## config.mk

```make
export PLATFORM = sky130hd
export DESIGN_NAME = blink_inv_shuffle_iter
export DESIGN_NICKNAME = d
export VERILOG_FILES = /design/src/rtl/blink_inv_shuffle_iter.sv
export SDC_FILE = /design/constraint.sdc
export NUM_CORES = 1
export LEC_CHECK = 0
export BUFFER_PORTS_ARGS = -buffer_cell sky130_fd_sc_hd__buf_2
export CAP_MARGIN = 0
export CORE_MARGIN = 4
export CORE_UTILIZATION = 33
export CTS_CLUSTER_DIAMETER = 120
export DETAILED_ROUTE_END_ITERATION = 10
export GPL_ROUTABILITY_DRIVEN = 0
export PLACE_DENSITY = 0.55
export SLEW_MARGIN = 20
export SYNTH_ARGS = -nofsm -noshare
export SYNTH_HDL_FRONTEND = slang
export SYNTH_SLANG_ARGS = --single-unit
export TNS_END_PERCENT = 5
```

## constraint.sdc

```tcl
create_clock -name clk -period 2.1 [get_ports clk]
set_input_delay 0.105 -clock clk [delete_from_list [all_inputs] [get_ports clk]]
set_output_delay 0.105 -clock clk [all_outputs]
set_load 0.005 [all_outputs]
```

## src/rtl/blink_inv_shuffle_iter.sv

```systemverilog
// blink_inv_shuffle_iter
//   Iterative cell-shuffle engine for the Blink-128 datapath. A 128-bit
//   state is held as 32 four-bit cells (cell k = state[4k+3:4k]). The
//   engine applies the inverse cell permutation once per clock for a
//   programmed number of rounds, then presents the result.
//
//   Optional macro BLINK_SHUFFLE_FWD_EN adds the in_dir port. When it is
//   set at accept, forward rounds are applied instead of inverse rounds.
//
// Ports
//   clk        rising-edge clock
//   rst_n      asynchronous active-low reset
//   in_valid   job offered
//   in_ready   engine idle, can accept a job
//   in_data    128-bit state to shuffle
//   in_rounds  number of permutation applications (0 passes data through)
//   in_dir     (BLINK_SHUFFLE_FWD_EN only) 1 = forward, 0 = inverse
//   out_valid  result available, held until out_ready
//   out_ready  downstream accepts result
//   out_data   shuffled state, driven from the state register at all times
//   busy       high while a job is running or waiting to be taken
module blink_inv_shuffle_iter #(
    parameter int ROUND_W = 5
) (
    input  logic               clk,
    input  logic               rst_n,
    input  logic               in_valid,
    output logic               in_ready,
    input  logic [127:0]       in_data,
    input  logic [ROUND_W-1:0] in_rounds,
`ifdef BLINK_SHUFFLE_FWD_EN
    input  logic               in_dir,
`endif
    output logic               out_valid,
    input  logic               out_ready,
    output logic [127:0]       out_data,
    output logic               busy
);

    typedef enum logic [1:0] {IDLE, RUN, DONE} fsm_t;

    // Forward table: forward round moves cell P[i] to cell i,
    // inverse round moves cell i to cell P[i].
    localparam logic [4:0] PERM [32] = '{
        5'h05, 5'h0c, 5'h04, 5'h01, 5'h11, 5'h09, 5'h0a, 5'h10,
        5'h1c, 5'h0e, 5'h15, 5'h16, 5'h0b, 5'h1b, 5'h08, 5'h0d,
        5'h02, 5'h19, 5'h12, 5'h03, 5'h1e, 5'h06, 5'h13, 5'h14,
        5'h00, 5'h17, 5'h18, 5'h1f, 5'h07, 5'h0f, 5'h1d, 5'h1a
    };

    fsm_t               fsm_q, fsm_d;
    logic [127:0]       state_q;
    logic [ROUND_W-1:0] cnt_q;
    logic               accept;

    logic [31:0][3:0]   cur_c, inv_c, nxt_c;

    assign cur_c = state_q;

    // Pure wiring: each output cell is a renamed input cell.
    always_comb begin
        inv_c = '0;
        for (int i = 0; i < 32; i++) inv_c[PERM[i]] = cur_c[i];
    end

`ifdef BLINK_SHUFFLE_FWD_EN
    logic             dir_q;
    logic [31:0][3:0] fwd_c;

    always_comb begin
        fwd_c = '0;
        for (int i = 0; i < 32; i++) fwd_c[i] = cur_c[PERM[i]];
    end

    assign nxt_c = dir_q ? fwd_c : inv_c;

    always_ff @(posedge clk or negedge rst_n) begin
        if (!rst_n)      dir_q <= 1'b0;
        else if (accept) dir_q <= in_dir;
    end
`else
    assign nxt_c = inv_c;
`endif

    always_comb begin
        fsm_d     = fsm_q;
        in_ready  = 1'b0;
        out_valid = 1'b0;
        busy      = 1'b1;
        accept    = 1'b0;
        case (fsm_q)
            IDLE: begin
                in_ready = 1'b1;
                busy     = 1'b0;
                accept   = in_valid;
                if (in_valid) fsm_d = (in_rounds == '0) ? DONE : RUN;
            end
            RUN: begin
                if (cnt_q == ROUND_W'(1)) fsm_d = DONE;
            end
            DONE: begin
                out_valid = 1'b1;
                if (out_ready) fsm_d = IDLE;
            end
            default: begin
                fsm_d = IDLE;
                busy  = 1'b0;
            end
        endcase
    end

    always_ff @(posedge clk or negedge rst_n) begin
        if (!rst_n) begin
            fsm_q   <= IDLE;
            state_q <= '0;
            cnt_q   <= '0;
        end else begin
            fsm_q <= fsm_d;
            if (accept) begin
                state_q <= in_data;
                cnt_q   <= in_rounds;
            end else if (fsm_q == RUN) begin
                // RUN is only entered with a nonzero count, so this never wraps.
                state_q <= nxt_c;
                cnt_q   <= cnt_q - ROUND_W'(1);
            end
        end
    end

    assign out_data = state_q;

endmodule
```

==> parameters.txt, run 1 <==
Parameter                              Value

Synthesis
  Number of flip-flops and latches in the synthesized netlist    135
  Portion of synthesized cell area occupied by the leading cell type    54.2%
  Count of cell types in the netlist    24
  Area of the mapped netlist    6230 µm²
  Post-synth EDFFs    0
  Synth Net Count    744
  YS warnings    0
  Library cell with the largest summed area after synthesis    sky130_fd_sc_hd__dfrtp_1
  Top cells by area, synth    sky130_fd_sc_hd__dfrtp_1 54%, sky130_fd_sc_hd__mux2i_1 20%, sky130_fd_sc_hd__o21ai_0 10%, sky130_fd_sc_hd__nand2_1 8.5%, sky130_fd_sc_hd__buf_2 2.3%
  Share of synthesized flip-flops with an asynchronous set or reset    100%
  Post-synthesis area per instance    10.3 µm²
  Portion of the post-synthesis area used by sequential elements    54.2%
  Synthesized instance count    602
  Dominant synthesized flop cell    sky130_fd_sc_hd__dfrtp_1

GRT
  Global Route met1 Usage    25.0%
  Pin count of the biggest net entering global routing    67
  GR peak layer    met2
  Initial antenna violation count    0
  Global-route track usage on met2    31.9%
  Remaining Overflow, GRT    0
  Total global routing track utilization    between 10% and 20%
  GR Layer Usage met3    6.29%
  Wire length of the first global-routing pass    33400 µm
  Via count of the first global-routing pass    6074

CTS
  Number of buffers between clock root and the deepest sink    2
  Maximum level of the CTS H-tree    4
  Clock transition at the register clock pins on the worst setup and hold paths after CTS    0.06 ns
  Buffer cell driving the clock tree root    sky130_fd_sc_hd__clkbuf_16
  CTS tree    done
  Number of clock sinks seen by CTS    135
  Buffer count from post-CTS setup fixing    0
  Clock latency on the worst-skew pair    0.42 ns
  CTS buffer count    17

Setup path
  Worst-path fanout max    13
  CP Cell Sequence    inv_1 > ha_4 > nand2_1 > or4_2 > a31oi_1
  Category of the critical setup timing path    flip-flop to flip-flop
  Top delay family on crit path    simple AND/OR/NAND/NOR gates
  Max stage delay cell, worst path    sky130_fd_sc_hd__or4_2
  Element type at the critical path end    flip-flop
  Worst setup SP type    flip-flop
  Required time of the critical path    2.43 ns
  Delay of the slowest cell on the worst path    0.54 ns
  Arrival time of the worst setup path    ~2.1 ns
  Number of buffer and inverter instances along the worst setup path    1

Final layout
  Count of placed standard cells in the final layout, fillers left out    1237
  Net count of the finished layout    ~1100
  Most common cell after layout, fill and taps aside    sky130_fd_sc_hd__buf_2
  Most frequent cells in the layout    266 x sky130_fd_sc_hd__buf_2, 141 x sky130_fd_sc_hd__nand2_1, 135 x sky130_fd_sc_hd__dfrtp_1
  Area growth from synthesis to layout    57.9%
  Total of fill cells in the finished design    1644
  Proportion of layout cells with a drive suffix above 1    31.7%
  Ant diodes    0

STA
  Fin crit share    a little over four fifths
  Final-report setup violation count    0
  Final number of max-transition violations    0
  Tmin final    1.76 ns
  Max_slew headroom    69.9%
  Highest attainable clock frequency    567 MHz
  Largest clock skew in the final design    0.00959 ns
  Number of endpoints with negative hold slack in the final report    0
  Aggregate negative setup slack    0 ns
  Slew of the pin with the lowest slew margin    roughly 0.45 ns
  Unrepaired setup endpoints after global routing    no

Placement
  Count of buffers inserted at the top-level ports    roughly 270
  Cell total after placement    1071
  Final HPWL from detailed placement    roughly 14000 µm

Power and ir drop
  Total leakage power    between 0.004 and 0.005 µW
  VDD IR-drop max    0.652 mV
  PD cells    ~1400 nW/µm²

Die
  Total Die Area    21100 µm²
  Starting utilization of the core area    about 34%
  Number of ports placed on the die boundary    roughly 270
  FP Rows    49
  Die boundary width    145 µm
  Vertical die dimension    ~150 µm
  Core box area    18300 µm²

Hold path
  Kind of path behind the tightest hold check    primary input to async pin

Routing
  Total routed wirelength    between 20000 and 25000 µm
  Pre-antenna DRT Iters    5
  Routed length per instance    16.4 µm
  Routed via count    5722
  Detailed router's first-iteration violation count    between 200 and 250
  Post-detailed-route count of antenna-violating nets    0
  Ratio of routed vias to standard cells    4.63
  Total DRC errors in the routed layout    0

Job
  Number of violations of the max-capacitance limit    0

Run status
  Status    finished, final reports clean
==> sequential cells by signal, indices dropped and copies added (netlist names) <==
| signal | flops |
|---|---|
| out_data | 128 |
| cnt_q | 5 |
| fsm_q | 2 |
==> power breakdown <==
group | total [µW] | internal [µW] | switching, µW
clock network | 2950 | 1800 | 1150
logic | 5900 | 2980 | 2920
registers | 5110 | 3930 | 1170
==> cell type report <==
type / count / area (µm²) / share of cell area, %
Sequential cell: 135 / 3380 / 34.3
Inverter: 6 / 22.5 / 0.229
Multi-Input combinational cell: 417 / 2640 / 26.9
Clock inverter: 12 / 128 / 1.30
Timing Repair Buffer: 418 / 2920 / 29.7
Tap cell: 229 / 287 / 2.91
Clock buffer: 20 / 457 / 4.64
==> synthesized netlist by cell type (all sizes together), types with 2 or more instances <==
cell	instances
mux2i	125
dfrtp	135
clkbuf	15
o21ai	128
xnor2	2
nand2	141
ha	5
buf	29
or4	2
inv	6
nor2	2
==> stage by stage <==
stage               instance area (µm²)  hold slack (ns)  utilization, %  setup WS (ns)  total power [µW]
floorplan                          6230           -0.191               -          0.378              8220
global placement                   7910           0.0651            43.3          0.371             10800
detailed placement                 7910           0.0590            43.3          0.330             10900
CTS                                9840            0.167            53.8          0.314             14100
global route                       9840            0.199            53.8          0.203             15100
finish                             9840            0.174            53.8          0.337             14000
==> path summary, 6_finish.rpt <==
| check | from | end | slack, ns | cells after the start |
|---|---|---|---|---|
| min in group clk | in_valid | fsm_q[0] | 0.20 | 4 |
| max in group asynchronous | rst_n | out_data[24] | 1.18 | 3 |
| hold reg to reg | out_data[74] | out_data[74] | 0.47 | 2 |
| hold / removal | rst_n | out_data[22] | 0.17 | 2 |
| setup / recovery | fsm_q[1] | cnt_q[4] | 0.34 | 5 |
| setup reg to reg | fsm_q[1] | cnt_q[4] | 0.34 | 5 |
==> metal layers <==
layer | routed length (µm) | part of all wire [%] | vias up
met5 | 0 | 0 | -
met4 | 316 | 1.6 | 0
met3 | 1340 | 6.6 | 24
met2 | 9770 | 48 | 200
met1 | 8920 | 44 | 2632
li1 | - | - | 2866
==> timing repair <==
item	4_1_cts	5_1_grt
endpoints found under the hold margin	179	0
hold buffers	134	0
gates resized for setup	0	0
==> cell families (layout without fill, tap and decap cells) <==
| logic type | count (synthesis) | count (layout) | synth area share [%] |
|---|---|---|---|
| AND/OR/NAND/NOR | 149 | 149 | 9.40 |
| flip-flops | 135 | 135 | 54.2 |
| AO/OA/AOI/OAI | 134 | 134 | 11.1 |
| XOR/XNOR | 3 | 3 | 0.422 |
| buffers and inverters | 50 | 456 | 3.60 |
| adder cells (fa/ha/maj) | 5 | 5 | 1.00 |
| multiplexers | 126 | 126 | 20.3 |
Power figures use the tool's default switching activity.
==> run 2, diff against run 1 <==
--- a/config.mk
+++ b/config.mk
@@ -12,7 +12,7 @@
 export CTS_CLUSTER_DIAMETER = 120
 export DETAILED_ROUTE_END_ITERATION = 10
 export GPL_ROUTABILITY_DRIVEN = 0
-export PLACE_DENSITY = 0.55
+export PLACE_DENSITY = 0.57
 export SLEW_MARGIN = 20
 export SYNTH_ARGS = -nofsm -noshare
 export SYNTH_HDL_FRONTEND = slang
==> constraint.sdc (replaced) <==
create_clock -name clk -period 1.6 [get_ports clk]
set_input_delay 0.08 -clock clk [delete_from_list [all_inputs] [get_ports clk]]
set_output_delay 0.08 -clock clk [all_outputs]
set_load 0.005 [all_outputs]
==> parameters.txt, run 2 (synthesized netlist as in run 1, its figures left out) <==
Parameter                              Value

Final layout
  Proportion of layout cells with a drive suffix above 1    33.4%
  Most frequent cells in the layout    266 x sky130_fd_sc_hd__buf_2, 140 x sky130_fd_sc_hd__nand2_1, 135 x sky130_fd_sc_hd__dfrtp_1
  Flip-flop count of the largest register, all copies and words added    128
  Total of fill cells in the finished design    ~1600
  Area growth from synthesis to layout    63.7%
  Most common cell after layout, fill and taps aside    sky130_fd_sc_hd__buf_2
  Net count of the finished layout    1153

CTS
  CTS buffer count    17
  Maximum level of the CTS H-tree    4
  Clock latency on the worst-skew pair    just over 0.4 ns
  Number of buffers between clock root and the deepest sink    2
  Buffer cell driving the clock tree root    sky130_fd_sc_hd__clkbuf_16
  Clock transition at the register clock pins on the worst setup and hold paths after CTS    0.06 ns
  CTS tree    done
  Number of clock sinks seen by CTS    between 100 and 150

GRT
  Initial antenna violation count    2
  Remaining Overflow, GRT    0
  Pin count of the biggest net entering global routing    68
  Via count of the first global-routing pass    6266
  Wire length of the first global-routing pass    roughly 34000 µm
  Total global routing track utilization    about 19%

STA
  Highest attainable clock frequency    slightly below 600 MHz
  Slew of the pin with the lowest slew margin    0.553 ns
  Final-report setup violation count    3
  Fin crit share    106%
  Final number of max-transition violations    0
  Largest clock skew in the final design    between 0.005 and 0.006 ns
  Unrepaired setup endpoints after global routing    yes
  Number of endpoints with negative hold slack in the final report    0
  Max_slew headroom    63.2%
  Tmin final    approximately 1.7 ns
  Final hold slack    ~0.12 ns
  PnR worst setup slack    -0.101 ns

Setup path
  Category of the critical setup timing path    flip-flop to flip-flop
  Required time of the critical path    1.93 ns
  Worst-path fanout max    2
  Worst setup SP type    flip-flop
  R2R setup slack    -0.10 ns
  Arrival time of the worst setup path    between 2 and 2.5 ns
  Beginning of the worst register-to-register path    cnt_q[1]
  Element type at the critical path end    flip-flop
  R2r endpoint    fsm_q[0]
  Cell count of the worst reg-to-reg path    5

Die
  Die boundary width    145 µm
  Starting utilization of the core area    between 30% and 40%
  Core box area    roughly 18000 µm²
  Number of ports placed on the die boundary    about 270
  Vertical die dimension    145 µm
  FP Rows    between 40 and 50
  Total Die Area    roughly 21000 µm²

Routing
  Total DRC errors in the routed layout    0
  Ratio of routed vias to standard cells    4.76
  Total routed wirelength    21100 µm
  Detailed router's first-iteration violation count    227
  Routed length per instance    16.8 µm
  Routed via count    5964
  Pre-antenna DRT Iters    5
  Post-detailed-route count of antenna-violating nets    0

Job
  Number of violations of the max-capacitance limit    0

Placement
  Count of buffers inserted at the top-level ports    about 270
  Placement-stage worst setup slack    -0.141 ns
  Final HPWL from detailed placement    13900 µm

Power and ir drop
  Total leakage power    0.00481 µW
  PD cells    1900 nW/µm²
  VDD IR-drop max    around 1.0 mV

Hold path
  Hold endpoint    fsm_q[0]
  Hold_sp    out_ready
  Kind of path behind the tightest hold check    primary input to flip-flop
  Number of cells on the worst hold path    4

Run status
  Status    finished, violations left
  Violations in the final reports    setup timing
-- run 2: cell count changes in the layout (fill, tap and decap cells not counted), sizes merged --
| cell | change |
|---|---|
| clkbuf | +4 |
| buf | +12 |
| bufinv | +2 |
| diode | +1 |
| clkinvlp | -2 |
-- run 2: stage by stage --
stage / cell area, µm² / total power [µW] / instances / TNS, ns / utilization (%)
finish: 10200 / 19400 / 1254 / -0.243 / 55.8
global route: 10200 / 20800 / 1254 / -3.50 / 55.8
CTS: 10000 / 19100 / 1248 / -0.218 / 54.9
detailed placement: 8060 / 14500 / 1082 / -0.233 / 44.1
global placement: 8060 / 14400 / 1082 / -0.113 / 44.1
floorplan: 6260 / 10900 / 602 / -1.16 / -
-- run 2: critical path: stages, from the launching register on --
cell and delay (ns):
sky130_fd_sc_hd__dfrtp_1 0.39, sky130_fd_sc_hd__inv_2 0.08, sky130_fd_sc_hd__ha_4 0.11, sky130_fd_sc_hd__or4b_4 0.44
sky130_fd_sc_hd__a222oi_1 0.39, sky130_fd_sc_hd__mux2i_1 0.23
-- run 2: power by group --
group | switching (µW) | total (µW) | internal, µW
logic | 4100 | 8520 | 4410
registers | 1540 | 6710 | 5160
clock network | 1490 | 4140 | 2650
total | 7140 | 19400 | 12200
-- run 2: worst max path at each step --
stage                     startpoint        to  depth (start not counted)
after floorplan             cnt_q[1]  fsm_q[0]                          5
after global placement      cnt_q[1]  fsm_q[0]                          5
after detailed placement    cnt_q[1]  fsm_q[0]                          5
after CTS                   cnt_q[1]  fsm_q[0]                          5
after global routing        cnt_q[1]  fsm_q[0]                          5
final                       cnt_q[1]  fsm_q[0]                          5
-- run 2: area by class of cell --
| type | instances | area [µm²] | area share (%) |
|---|---|---|---|
| timing repair buffer | 434 | 3220 | 31.6 |
| multi-input combinational | 417 | 2660 | 26.1 |
| sequential | 135 | 3380 | 33.1 |
| clock buffer | 20 | 447 | 4.38 |
| inverter | 6 | 22.5 | 0.221 |
| antenna | 1 | 2.50 | 0.0245 |
| tap | 229 | 287 | 2.81 |
| clock inverter | 12 | 176 | 1.73 |
-- run 2: repair_timing --
| item | in CTS | in global routing |
|---|---|---|
| endpoints found under the setup margin | 5 | 66 |
| pin swaps | 0 | 2 |
| hold buffers | 134 | 0 |
| gates cloned | 0 | 4 |
| resized for setup | 4 | 28 |
| buffers inserted | 0 | 1 |
| hold endpoints to repair | 177 | 0 |
-- run 2: routing by layer --
layer / GRT usage, % / vias to the layer above / share of wire (%)
met2: 32.9 / 216 / 49
met4: 4.99 / 0 / 1.4
met3: 6.04 / 20 / 6.5
met5: 0 / - / 0
met1: 24.3 / 2830 / 44
li1: - / 2898 / -
==> run 3, diff against run 2 <==
--- a/config.mk
+++ b/config.mk
@@ -8,11 +8,12 @@
 export BUFFER_PORTS_ARGS = -buffer_cell sky130_fd_sc_hd__buf_2
 export CAP_MARGIN = 0
 export CORE_MARGIN = 4
-export CORE_UTILIZATION = 33
+export CORE_UTILIZATION = 43
 export CTS_CLUSTER_DIAMETER = 120
 export DETAILED_ROUTE_END_ITERATION = 10
 export GPL_ROUTABILITY_DRIVEN = 0
-export PLACE_DENSITY = 0.57
+export PLACE_DENSITY = 0.72
+export REMOVE_ABC_BUFFERS = 1
 export SLEW_MARGIN = 20
 export SYNTH_ARGS = -nofsm -noshare
 export SYNTH_HDL_FRONTEND = slang
==> parameters.txt, run 3 (synthesized netlist as in run 1, its figures left out) <==
Parameter                              Value

Setup path
  Worst-path fanout max    2
  R2R setup slack    -0.14 ns
  Element type at the critical path end    flip-flop
  Worst setup SP type    flip-flop
  R2r endpoint    fsm_q[0]
  Category of the critical setup timing path    flip-flop to flip-flop
  Required time of the critical path    1.92 ns
  Beginning of the worst register-to-register path    cnt_q[1]
  Cell count of the worst reg-to-reg path    6
  Arrival time of the worst setup path    2.06 ns

STA
  Final number of max-transition violations    0
  PnR worst setup slack    -0.138 ns
  Tmin final    1.74 ns
  Number of endpoints with negative hold slack in the final report    0
  Aggregate negative setup slack    -0.262 ns
  Final-report setup violation count    5
  Highest attainable clock frequency    approximately 580 MHz
  Max_slew headroom    roughly 70%
  Largest clock skew in the final design    0.00889 ns
  Slew of the pin with the lowest slew margin    0.439 ns
  Fin crit share    109%
  Unrepaired setup endpoints after global routing    yes

Routing
  Detailed router's first-iteration violation count    360
  Routed length per instance    around 17 µm
  Total routed wirelength    20900 µm
  Post-detailed-route count of antenna-violating nets    0
  Total DRC errors in the routed layout    0
  Ratio of routed vias to standard cells    5.10
  Routed via count    roughly 6200
  Pre-antenna DRT Iters    5

Hold path
  Kind of path behind the tightest hold check    primary input to async pin

Power and ir drop
  Power, Total    19700 µW
  VDD IR-drop max    ~1.2 mV
  PD cells    ~1900 nW/µm²
  Total leakage power    0.00486 µW

Final layout
  Flip-flop count of the largest register, all copies and words added    128
  Area growth from synthesis to layout    64.2%
  Proportion of layout cells with a drive suffix above 1    34.3%
  Final Core Density    72.8%
  Most frequent cells in the layout    266 x sky130_fd_sc_hd__buf_2, 141 x sky130_fd_sc_hd__nand2_1, 135 x sky130_fd_sc_hd__dfrtp_1
  Most common cell after layout, fill and taps aside    sky130_fd_sc_hd__buf_2
  Area of the multi-input gates    2680 µm²
  Net count of the finished layout    approximately 1200
  Sequential cell area in the final layout    3380 µm²
  Total of fill cells in the finished design    937

CTS
  Number of buffers between clock root and the deepest sink    2
  Number of clock sinks seen by CTS    approximately 140
  CTS tree    done
  CTS buffer count    17
  Clock latency on the worst-skew pair    0.41 ns
  Clock transition at the register clock pins on the worst setup and hold paths after CTS    approximately 0.060 ns
  Buffer cell driving the clock tree root    sky130_fd_sc_hd__clkbuf_16
  Maximum level of the CTS H-tree    4

Die
  Total Die Area    between 15000 and 20000 µm²
  FP Rows    43
  Core box area    ~14000 µm²
  Die boundary width    128 µm
  Number of ports placed on the die boundary    268
  Vertical die dimension    roughly 130 µm
  Starting utilization of the core area    44.4%

GRT
  Wire length of the first global-routing pass    31500 µm
  Pin count of the biggest net entering global routing    87
  Total global routing track utilization    between 20% and 30%
  Remaining Overflow, GRT    0
  Via count of the first global-routing pass    6348
  Initial antenna violation count    1

Job
  Number of violations of the max-capacitance limit    0

Placement
  Final HPWL from detailed placement    11800 µm
  Count of buffers inserted at the top-level ports    267
  Placement-stage worst setup slack    -0.122 ns

Run status
  Status    finished, violations left
  Violations in the final reports    setup timing
==> run 3: changes by cell type in the layout (fill, tap and decap cells not counted), sizes merged <==
cell,delta
buf,+10
clkinv,-1
clkbuf,+1
bufinv,+1
==> run 3: per-layer routing <==
| layer | routed length, µm | global-route usage [%] | vias to the layer above |
|---|---|---|---|
| li1 | - | - | 2912 |
| met1 | 8260 | 28.5 | 2957 |
| met2 | 10600 | 41.6 | 277 |
| met3 | 1370 | 6.31 | 60 |
| met4 | 752 | 9.49 | 0 |
| met5 | 0 | 0 | - |
==> run 3: cell type report <==
type / instances / area share [%]
Sequential cell: 135 / 33.0
Timing Repair Buffer: 445 / 32.0
Multi-Input combinational cell: 417 / 26.2
Clock buffer: 20 / 4.27
Tap cell: 180 / 2.20
Clock inverter: 12 / 1.97
Inverter: 6 / 0.220
Antenna cell: 1 / 0.0245
==> run 3: critical path: stages (launching register included) <==
cell and delay (ns):
sky130_fd_sc_hd__dfrtp_1 0.38, sky130_fd_sc_hd__inv_2 0.08, sky130_fd_sc_hd__ha_4 0.11, sky130_fd_sc_hd__or4b_4 0.43, sky130_fd_sc_hd__a222oi_1 0.30, sky130_fd_sc_hd__buf_4 0.18, sky130_fd_sc_hd__mux2i_1 0.18
==> run 3: per-stage QoR <==
step / area, µm² / hold WS (ns) / instances
floorplan: 6030 / -0.216 / 558
global placement: 7950 / -0.00891 / 1034
detailed placement: 7950 / -0.0149 / 1034
CTS: 9950 / 0.113 / 1201
global route: 10200 / 0.143 / 1216
finish: 10200 / 0.135 / 1216
==> run 3: report_power, final <==
group	internal (µW)	switching [µW]
Sequential	5170	1380
Clock	2770	1450
Combinational	4590	4370
Total	12500	7200
==> run 3: how the worst max path moves through the flow <==
stage | from | endpoint | slack [ns] | cells after the start
after floorplan | fsm_q[1] | cnt_q[4] | -4.50 | 5
after global placement | cnt_q[1] | fsm_q[0] | -0.08 | 5
after detailed placement | cnt_q[1] | fsm_q[0] | -0.12 | 5
after CTS | cnt_q[1] | fsm_q[0] | -0.11 | 6
after global routing | cnt_q[1] | fsm_q[0] | -0.27 | 6
final | cnt_q[1] | fsm_q[0] | -0.14 | 6
==> run 3: what timing repair did <==
item	4_1_cts	5_1_grt
hold buffers	134	0
endpoints found under the hold margin	268	0
setup buffers	1	9
pin swaps	1	1
gates cloned	0	5
setup endpoints to repair	48	111
gates resized for setup	8	21
